[config.mk]
export PLATFORM = sky130hd
export DESIGN_NAME = rsa_encrypt
export DESIGN_NICKNAME = d
export VERILOG_FILES = /design/src/rtl/rsa_encrypt.sv
export SDC_FILE = /design/constraint.sdc
export NUM_CORES = 1
export LEC_CHECK = 0
export CAP_MARGIN = 20
export CORE_UTILIZATION = 51
export DETAILED_ROUTE_END_ITERATION = 7
export MAX_ROUTING_LAYER = met4
export PLACE_DENSITY_LB_ADDON = 0.05
export SLEW_MARGIN = 20
export SYNTH_ARGS = -nofsm -noshare
export SYNTH_HDL_FRONTEND = slang
export SYNTH_SLANG_ARGS = --single-unit
[constraint.sdc]
create_clock -name clk -period 16.8 [get_ports clk]
set_input_delay 2.52 -clock clk [delete_from_list [all_inputs] [get_ports clk]]
set_output_delay 2.52 -clock clk [all_outputs]
set_load 0.05 [all_outputs]
[src/rtl/rsa_encrypt.sv]
// rsa_encrypt: computes C = M^e mod n on WIDTH-bit operands.
// The exponent is scanned left to right with a fixed square-and-multiply
// schedule. Each modular multiply is bit-serial: one shift/add/subtract
// iteration per cycle for exactly WIDTH cycles, so there is no wide
// multiplier and no divider.
//
// Ports:
//   clk          rising-edge clock
//   reset        asynchronous active-high reset
//   compute      level request, sampled in IDLE to start an operation
//   M, e, n      plaintext, public exponent, modulus (latched at start)
//   C            registered ciphertext
//   encrypt_done high while C is valid, held until compute drops
//   busy         high from the operand latch until DONE is entered
module rsa_encrypt #(
  parameter int unsigned WIDTH = 32
) (
  input  logic             clk,
  input  logic             reset,
  input  logic             compute,
  input  logic [WIDTH-1:0] M,
  input  logic [WIDTH-1:0] e,
  input  logic [WIDTH-1:0] n,
  output logic [WIDTH-1:0] C,
  output logic             encrypt_done,
  output logic             busy
);

  localparam int unsigned BW = $clog2(WIDTH);
  localparam logic [BW-1:0] LAST = BW'(WIDTH - 1);

  typedef enum logic [2:0] {
    IDLE,
    REDUCE,
    SQUARE,
    MULT,
    DONE
  } state_t;

  state_t           state_q;
  logic [WIDTH-1:0] e_q;
  logic [WIDTH-1:0] n_q;
  logic [WIDTH-1:0] base_q;
  logic [WIDTH-1:0] result_q;
  // Multiplier operand b, shifted left each cycle so its MSB is the bit in use.
  logic [WIDTH-1:0] mul_b_q;
  logic [WIDTH+1:0] acc_q;
  logic [BW-1:0]    cnt_q;
  logic [BW-1:0]    bit_q;
  logic [WIDTH-1:0] C_q;
  logic             done_q;
  logic             busy_q;

  logic [WIDTH-1:0] op_a;
  logic [WIDTH+1:0] n_ext;
  logic [WIDTH+1:0] acc_d;
  logic [WIDTH-1:0] res;

  assign C            = C_q;
  assign encrypt_done = done_q;
  assign busy         = busy_q;

  // One interleaved modmul iteration. acc < n on entry keeps every
  // intermediate below 2n, so a single conditional subtract suffices.
  always_comb begin
    op_a = '0;
    case (state_q)
      REDUCE:  op_a = WIDTH'(1);
      SQUARE:  op_a = result_q;
      MULT:    op_a = base_q;
      default: op_a = '0;
    endcase
    n_ext = {2'b00, n_q};
    acc_d = acc_q << 1;
    if (acc_d >= n_ext) acc_d = acc_d - n_ext;
    if (mul_b_q[WIDTH-1]) acc_d = acc_d + {2'b00, op_a};
    if (acc_d >= n_ext) acc_d = acc_d - n_ext;
    res = acc_d[WIDTH-1:0];
  end

  always_ff @(posedge clk or posedge reset) begin
    if (reset) begin
      state_q  <= IDLE;
      e_q      <= '0;
      n_q      <= '0;
      base_q   <= '0;
      result_q <= '0;
      mul_b_q  <= '0;
      acc_q    <= '0;
      cnt_q    <= '0;
      bit_q    <= '0;
      C_q      <= '0;
      done_q   <= 1'b0;
      busy_q   <= 1'b0;
    end else begin
      case (state_q)
        IDLE: begin
          if (compute) begin
            e_q     <= e;
            n_q     <= n;
            mul_b_q <= M;
            acc_q   <= '0;
            cnt_q   <= '0;
            if (n < WIDTH'(2)) begin
              C_q     <= '0;
              done_q  <= 1'b1;
              state_q <= DONE;
            end else begin
              busy_q   <= 1'b1;
              result_q <= WIDTH'(1);
              bit_q    <= LAST;
              state_q  <= REDUCE;
            end
          end
        end

        REDUCE, SQUARE, MULT: begin
          acc_q   <= acc_d;
          mul_b_q <= mul_b_q << 1;
          cnt_q   <= cnt_q + 1'b1;
          if (cnt_q == LAST) begin
            // Last iteration: commit the product and preload b for the
            // next multiply, whose operand is the value committed now.
            acc_q <= '0;
            cnt_q <= '0;
            case (state_q)
              REDUCE: begin
                base_q  <= res;
                mul_b_q <= result_q;
                state_q <= SQUARE;
              end
              SQUARE: begin
                result_q <= res;
                mul_b_q  <= res;
                if (e_q[bit_q]) begin
                  state_q <= MULT;
                end else if (bit_q == '0) begin
                  C_q     <= res;
                  done_q  <= 1'b1;
                  busy_q  <= 1'b0;
                  state_q <= DONE;
                end else begin
                  bit_q <= bit_q - 1'b1;
                end
              end
              default: begin
                result_q <= res;
                mul_b_q  <= res;
                if (bit_q == '0) begin
                  C_q     <= res;
                  done_q  <= 1'b1;
                  busy_q  <= 1'b0;
                  state_q <= DONE;
                end else begin
                  bit_q   <= bit_q - 1'b1;
                  state_q <= SQUARE;
                end
              end
            endcase
          end
        end

        DONE: begin
          if (!compute) begin
            done_q  <= 1'b0;
            state_q <= IDLE;
          end
        end

        default: state_q <= IDLE;
      endcase
    end
  end

endmodule
Word level (Yosys, flattened, before mapping)
Index checks and enable logic that the tools add are counted.

word-level totals
  register bits = 240
  latch bits = 0
  bits in writable memories = 0
  memory bits (read-only) = 0
  input bits = 99
  output and inout port bits = 34
  word-level logic and storage cells = 105
  memories = 0

cells by class
  add/subtract/negate cells = 5
  $mul = 0
  divide/modulo/power cells = 0
  $lt $le $gt $ge = 4
  equality and inequality tests = 13
  shifts and indexed selects = 0
  multiplexer cells = 58
  bitwise gates (word level) = 0
  reduce and logical (&&, ||, !) cells = 13

operators by type and width
  operator                                                      number
  2-to-1 mux 32 bit                                             11
  one-hot mux 32 bit (2 select lines)                           4
  2-to-1 mux 33 bit                                             3
  one-hot mux 32 bit (3 select lines)                           1
  >= comparator 34 x 32 -> 1 bit                                2
  2-to-1 mux 34 bit                                             2
  one-hot mux 33 bit (2 select lines)                           1
  2-to-1 mux 5 bit                                              7
  adder 34 x 32 -> 34 bit                                       1
  subtractor 34 x 32 -> 34 bit                                  1
  subtractor 33 x 32 -> 33 bit                                  1
  less-than comparator 32 x 2 -> 1 bit (second input constant)  1
  one-hot mux 5 bit (2 select lines)                            3
  2-to-1 mux 3 bit                                              7
  2-to-1 mux 1 bit                                              12
  inequality test 2 bit (second input constant)                 6
  AND reduction 6 bit                                           2
  one-hot mux 3 bit (3 select lines)                            1
  AND reduction 4 bit                                           2
  AND reduction 7 bit                                           1
  equality test 3 x 2 -> 1 bit (second input constant)          2
  less-than comparator 5 x 6 -> 1 bit (second input constant)   1
  one-hot mux 1 bit (2 select lines)                            3
  one-hot mux 3 bit (2 select lines)                            1
  other kinds (16)                                              17

Depth between registers and ports, before layout
  depth in word-level cells = 11
  depth in mapped cells = 38
  gate-level depth less buffers = 34

Worst setup path after synthesis
OpenSTA, ideal clock, no wires.

  kind = flip-flop to flip-flop
  from = reg n_q[0]
  to = reg mul_b_q[29]
  library setup time = 124 ps
  arrival time = 6939 ps
  data required time = 16676 ps
  setup slack = 9737 ps
  stages on the path, launching flop included = 33
  path buffers = 3
  period minus slack after synthesis = 7063 ps
  cells stage by stage = dfrtp_1 inv_1 fa_1 a211oi_1 nor2_1 o211ai_1 a21oi_1 nor3_1 buf_2 clkbuf_1 o21ai_0 ha_1 nor2b_1 o2111ai_1 nor4bb_1 nor2_1 o21a_1 nor2_1 o21ai_0 xor2_1 mux2_2 ha_1 nand4_1 nor2_1 nand3_1 or4_1 a21oi_1 and4b_1 a22oi_2 buf_4 mux2i_1 nor2_1 a211o_1

between the ends
  cells in the longest elaborated chain, start to end = 9
  elaborated cells between the ends (all ways) = 11
  classes of those cells = add/sub: 3; order compare: 2; mux: 6

RTL lines
  item                                                                                   RTL line  text
  start: declaration                                                                     42        logic [WIDTH-1:0] n_q;
  start signal: assignment                                                               100       n_q <= n;
  subtractor 34 x 32 -> 34 bit / >= comparator 34 x 32 -> 1 bit (equally long branches)  75        if (acc_d >= n_ext) acc_d = acc_d - n_ext;
  2-to-1 mux 34 bit                                                                      75
  adder 34 x 32 -> 34 bit                                                                76        if (mul_b_q[WIDTH-1]) acc_d = acc_d + {2'b00, op_a};
  2-to-1 mux 34 bit                                                                      76
  subtractor 33 x 32 -> 33 bit / >= comparator 34 x 32 -> 1 bit (equally long branches)  77        if (acc_d >= n_ext) acc_d = acc_d - n_ext;
  2-to-1 mux 33 bit *                                                                    77
  2-to-1 mux 32 bit *                                                                    126       case (state_q)
  2-to-1 mux 32 bit *                                                                    121       if (cnt_q == LAST) begin
  one-hot mux 32 bit (2 select lines) *                                                  96        case (state_q)
  end signal: assignment                                                                 119       mul_b_q <= mul_b_q << 1;
  end signal: assignment                                                                 129       mul_b_q <= result_q;
  end signal: assignment                                                                 134       mul_b_q <= res;
  end: declaration                                                                       46        logic [WIDTH-1:0] mul_b_q;

Every way passes the cells marked *; elsewhere a longest branch is shown, timed or not.
A chain may end at the register's enable or synchronous reset.

Final worst setup path
  from = reg n_q[31]
  to = reg mul_b_q[12]

between the ends
  cells in the longest elaborated chain, start to end = 9
  elaborated cells between the ends (all ways) = 11
  classes of those cells = add/sub: 3; order compare: 2; mux: 6

RTL lines
  item                                                                                   RTL line
  subtractor 34 x 32 -> 34 bit / >= comparator 34 x 32 -> 1 bit (equally long branches)  75
  2-to-1 mux 34 bit                                                                      75
  adder 34 x 32 -> 34 bit                                                                76
  2-to-1 mux 34 bit                                                                      76
  >= comparator 34 x 32 -> 1 bit / subtractor 33 x 32 -> 33 bit (equally long branches)  77
  2-to-1 mux 33 bit *                                                                    77
  2-to-1 mux 32 bit *                                                                    126
  2-to-1 mux 32 bit *                                                                    121
  one-hot mux 32 bit (2 select lines) *                                                  96

Marks and branches as above.

==> key figures <==
Final layout
  – Fill count: 2,803
  – Final cell count without fillers: 2,445
  – Share of post-route cells with drive strength above 1: 9.900%
  – Area growth, synth to finish: 15.87%
  – Number of nets in the layout: 2,192
  – Inserted Diodes: 0

Clock tree
  – Clock Sinks: 240
  – Cts bufs inserted: 28
  – CTS max path bufs: 3
  – Post-CTS Setup Bufs: 0
  – Root cell of the clock tree: clkbuf_16
  – Worst skew pair latency: 0.56 ns
  – CTS resizes: 0
  – CTS H-tree lvls: 1
  – Hold buffer count at CTS: 0
  – CTS tree: yes
  – Reg clk slew, reported paths: 0.06 ns

Die
  – Die ar.: 33,270 µm²
  – # rows: 65
  – Initial Utilization: 52.20%
  – Core area: 31,800 µm²
  – I/O pins: 133
  – Vert. Die Dim: 182.4 µm
  – DIE WIDTH: 182.4 µm

STA
  – Fin Setup TNS: 0 ns
  – Worst slew margin: 33.81%
  – RSZ-0062 raised after global routing: false
  – Final Critical Period: 9.216 ns
  – Share of the cycle needed by the critical path after routing: 54.85%
  – Least-Margin Pin Slew: 0.9678 ns
  – Highest clock rate: 108.5 MHz
  – Final hold violations: 0
  – Final setup skew: 0.01776 ns
  – Setup-failing EPs final: 0
  – Slew Viols, Final: 0

Run
  – Max-cap violation count: 0

Detailed routing
  – Final ANT Viol Nets: 0
  – Final wirelength: 52,910 µm
  – Pre-Repair DR Iteration Count: 5
  – Routed len/inst: 21.64 µm
  – Drt drc: 0
  – Via/cell ratio: 6.162
  – Initial DRC count: 1,464
  – Detailed-route via count: 15,070

Synthesis
  – Synthesized instance count: 1,912
  – Most used flip-flop cell after synthesis: dfrtp_1
  – Most area-hungry cell type in the Yosys netlist: dfrtp_1
  – Top-count cell post-synth: nand2_1
  – EDFF count, synth: 0
  – Netlist Area Pre-Place: 16,600 µm²
  – Synthesized Nets: 2,114
  – Yosys reg bits: 240
  – Yosys cell types: 75
  – Yosys warns: 0
  – Async SR Flop Fraction: 100.0%
  – Synth cell count leaders: 262 x nand2_1, 240 x dfrtp_1, 231 x o21ai_0
  – Sequential share of the synthesized area: 36.18%
  – Top-area cell type share of the netlist area: 36.18%
  – Avg Inst Size Synth: 8.682 µm²
  – Area contributors post-synth: dfrtp_1 36%, ha_1 7.5%, o21ai_0 7.0%, nand2_1 5.9%, mux2_2 4.4%

Global route
  – GR Overflow Total: 0
  – First-pass GRT wire length: 83,300 µm
  – Largest net degree at the start of global routing: 127
  – Initial antenna violation count: 0
  – Total GRT Usage: 33.28%
  – Vias in the first global route: 14,650

Placed design
  – Count of input and output buffers: 132
  – DP HPWL: 39,170 µm
  – Post-Place Cells: 2,394
  – GPL Wtd Cong: 1.029

Setup path
  – Crit path DAT: 9.62 ns
  – Crit-path max FO: 47
  – Slowest Stage Delay on Critical Path: 0.68 ns
  – Worst path required time: 17.20 ns
  – Critical-path top delay cell: mux2i_1
  – Critical path class: register to register
  – Startpoint types: register
  – Worst setup EP type: register

Min path
  – HP Class: register to register

Run status
  – Status: finished clean
==> state kept, by name, summed over array words and instances, names as in the netlist <==
name / flops
bit_q: 5
state_q: 3
encrypt_done: 1
cnt_q: 5
C: 32
acc_q: 33
result_q: 32
base_q: 32
mul_b_q: 32
busy: 1
e_q: 32
n_q: 32
==> kinds of logic after synthesis <==
kind of cell    after synthesis  synth area share, %
buf+inv                     177                4.296
fa+ha+maj                   103                7.899
compound gates              647                24.73
xor+xnor                     83                4.379
flops                       240                36.18
simple gates                559                15.06
mux                         103                7.455
==> layout make-up <==
class	instances	area, µm²	area share (%)
clock inverters	14	200.2	1.041
flip-flops and latches	240	6006	31.23
repair buffers	153	1499	7.793
inverters	72	277.8	1.444
clock buffers	36	802.0	4.170
multi-input cells	1495	9905	51.50
well taps	435	544.3	2.830
==> metal layers <==
layer  track usage, %  wire length (µm)  vias up
li1                 -                 -     7097
met1            47.25             24480     7279
met2            50.33             23500      626
met3            4.410              3836       64
met4            8.134              1090        0
met5                -                 0        -
==> worst max-delay path: cells and delay by family (launching register included) <==
kind	cells	cell delay [ns]
buffers and inverters	3	0.79
AND/OR/NAND/NOR	11	2.16
XOR/XNOR	1	0.08
AO/OA/AOI/OAI	13	3.45
adder cells (fa/ha/maj)	3	1.24
flip-flops	1	0.33
multiplexers	2	0.97
==> worst paths after layout <==
| path | slack [ns] | cells past startpoint | start | to |
|---|---|---|---|---|
| max reg2reg | 7.58 | 33 | n_q[31] | mul_b_q[12] |
| min | 0.48 | 2 | base_q[17] | base_q[17] |
| max in group asynchronous | 12.78 | 3 | reset | e_q[30] |
| min reg2reg | 0.48 | 2 | base_q[17] | base_q[17] |
| min in group asynchronous | 2.55 | 2 | reset | mul_b_q[2] |
| max | 7.58 | 33 | n_q[31] | mul_b_q[12] |
==> metrics by stage <==
| step | setup WS [ns] | hold WS (ns) | util, % | instance area, µm² |
|---|---|---|---|---|
| 6_report | 7.584 | 0.4787 | 60.48 | 19230 |
| 5_1_grt | 7.063 | 0.4928 | 60.48 | 19230 |
| 4_1_cts | 7.618 | 0.4837 | 60.40 | 19210 |
| 3_5_place_dp | 7.642 | 0.4697 | 57.25 | 18200 |
| 3_3_place_gp | 7.704 | 0.4620 | 57.25 | 18200 |
| 2_1_floorplan | 7.692 | 0.4505 | - | 16600 |
==> placed cells by master (no fill, tap or decap), types with 24 or more instances in the layout <==
master           instances
mux2_2                  65
a21o_1                  36
nand3_1                 26
nor3_1                  29
xor2_1                  24
o21ai_2                 31
mux2i_1                 28
nor2_1                 121
inv_1                   70
a21oi_1                119
ha_1                   100
clkbuf_16               29
o21ai_0                230
and3_1                  30
nand2_1                262
xnor2_1                 59
clkdlybuf4s50_1        132
a211oi_1                36
dfrtp_1                240
a22o_1                  37
Power is left out: the tool's default activity adds up to more than one toggle a clock period on the data nets, which glitch-free logic cannot reach.
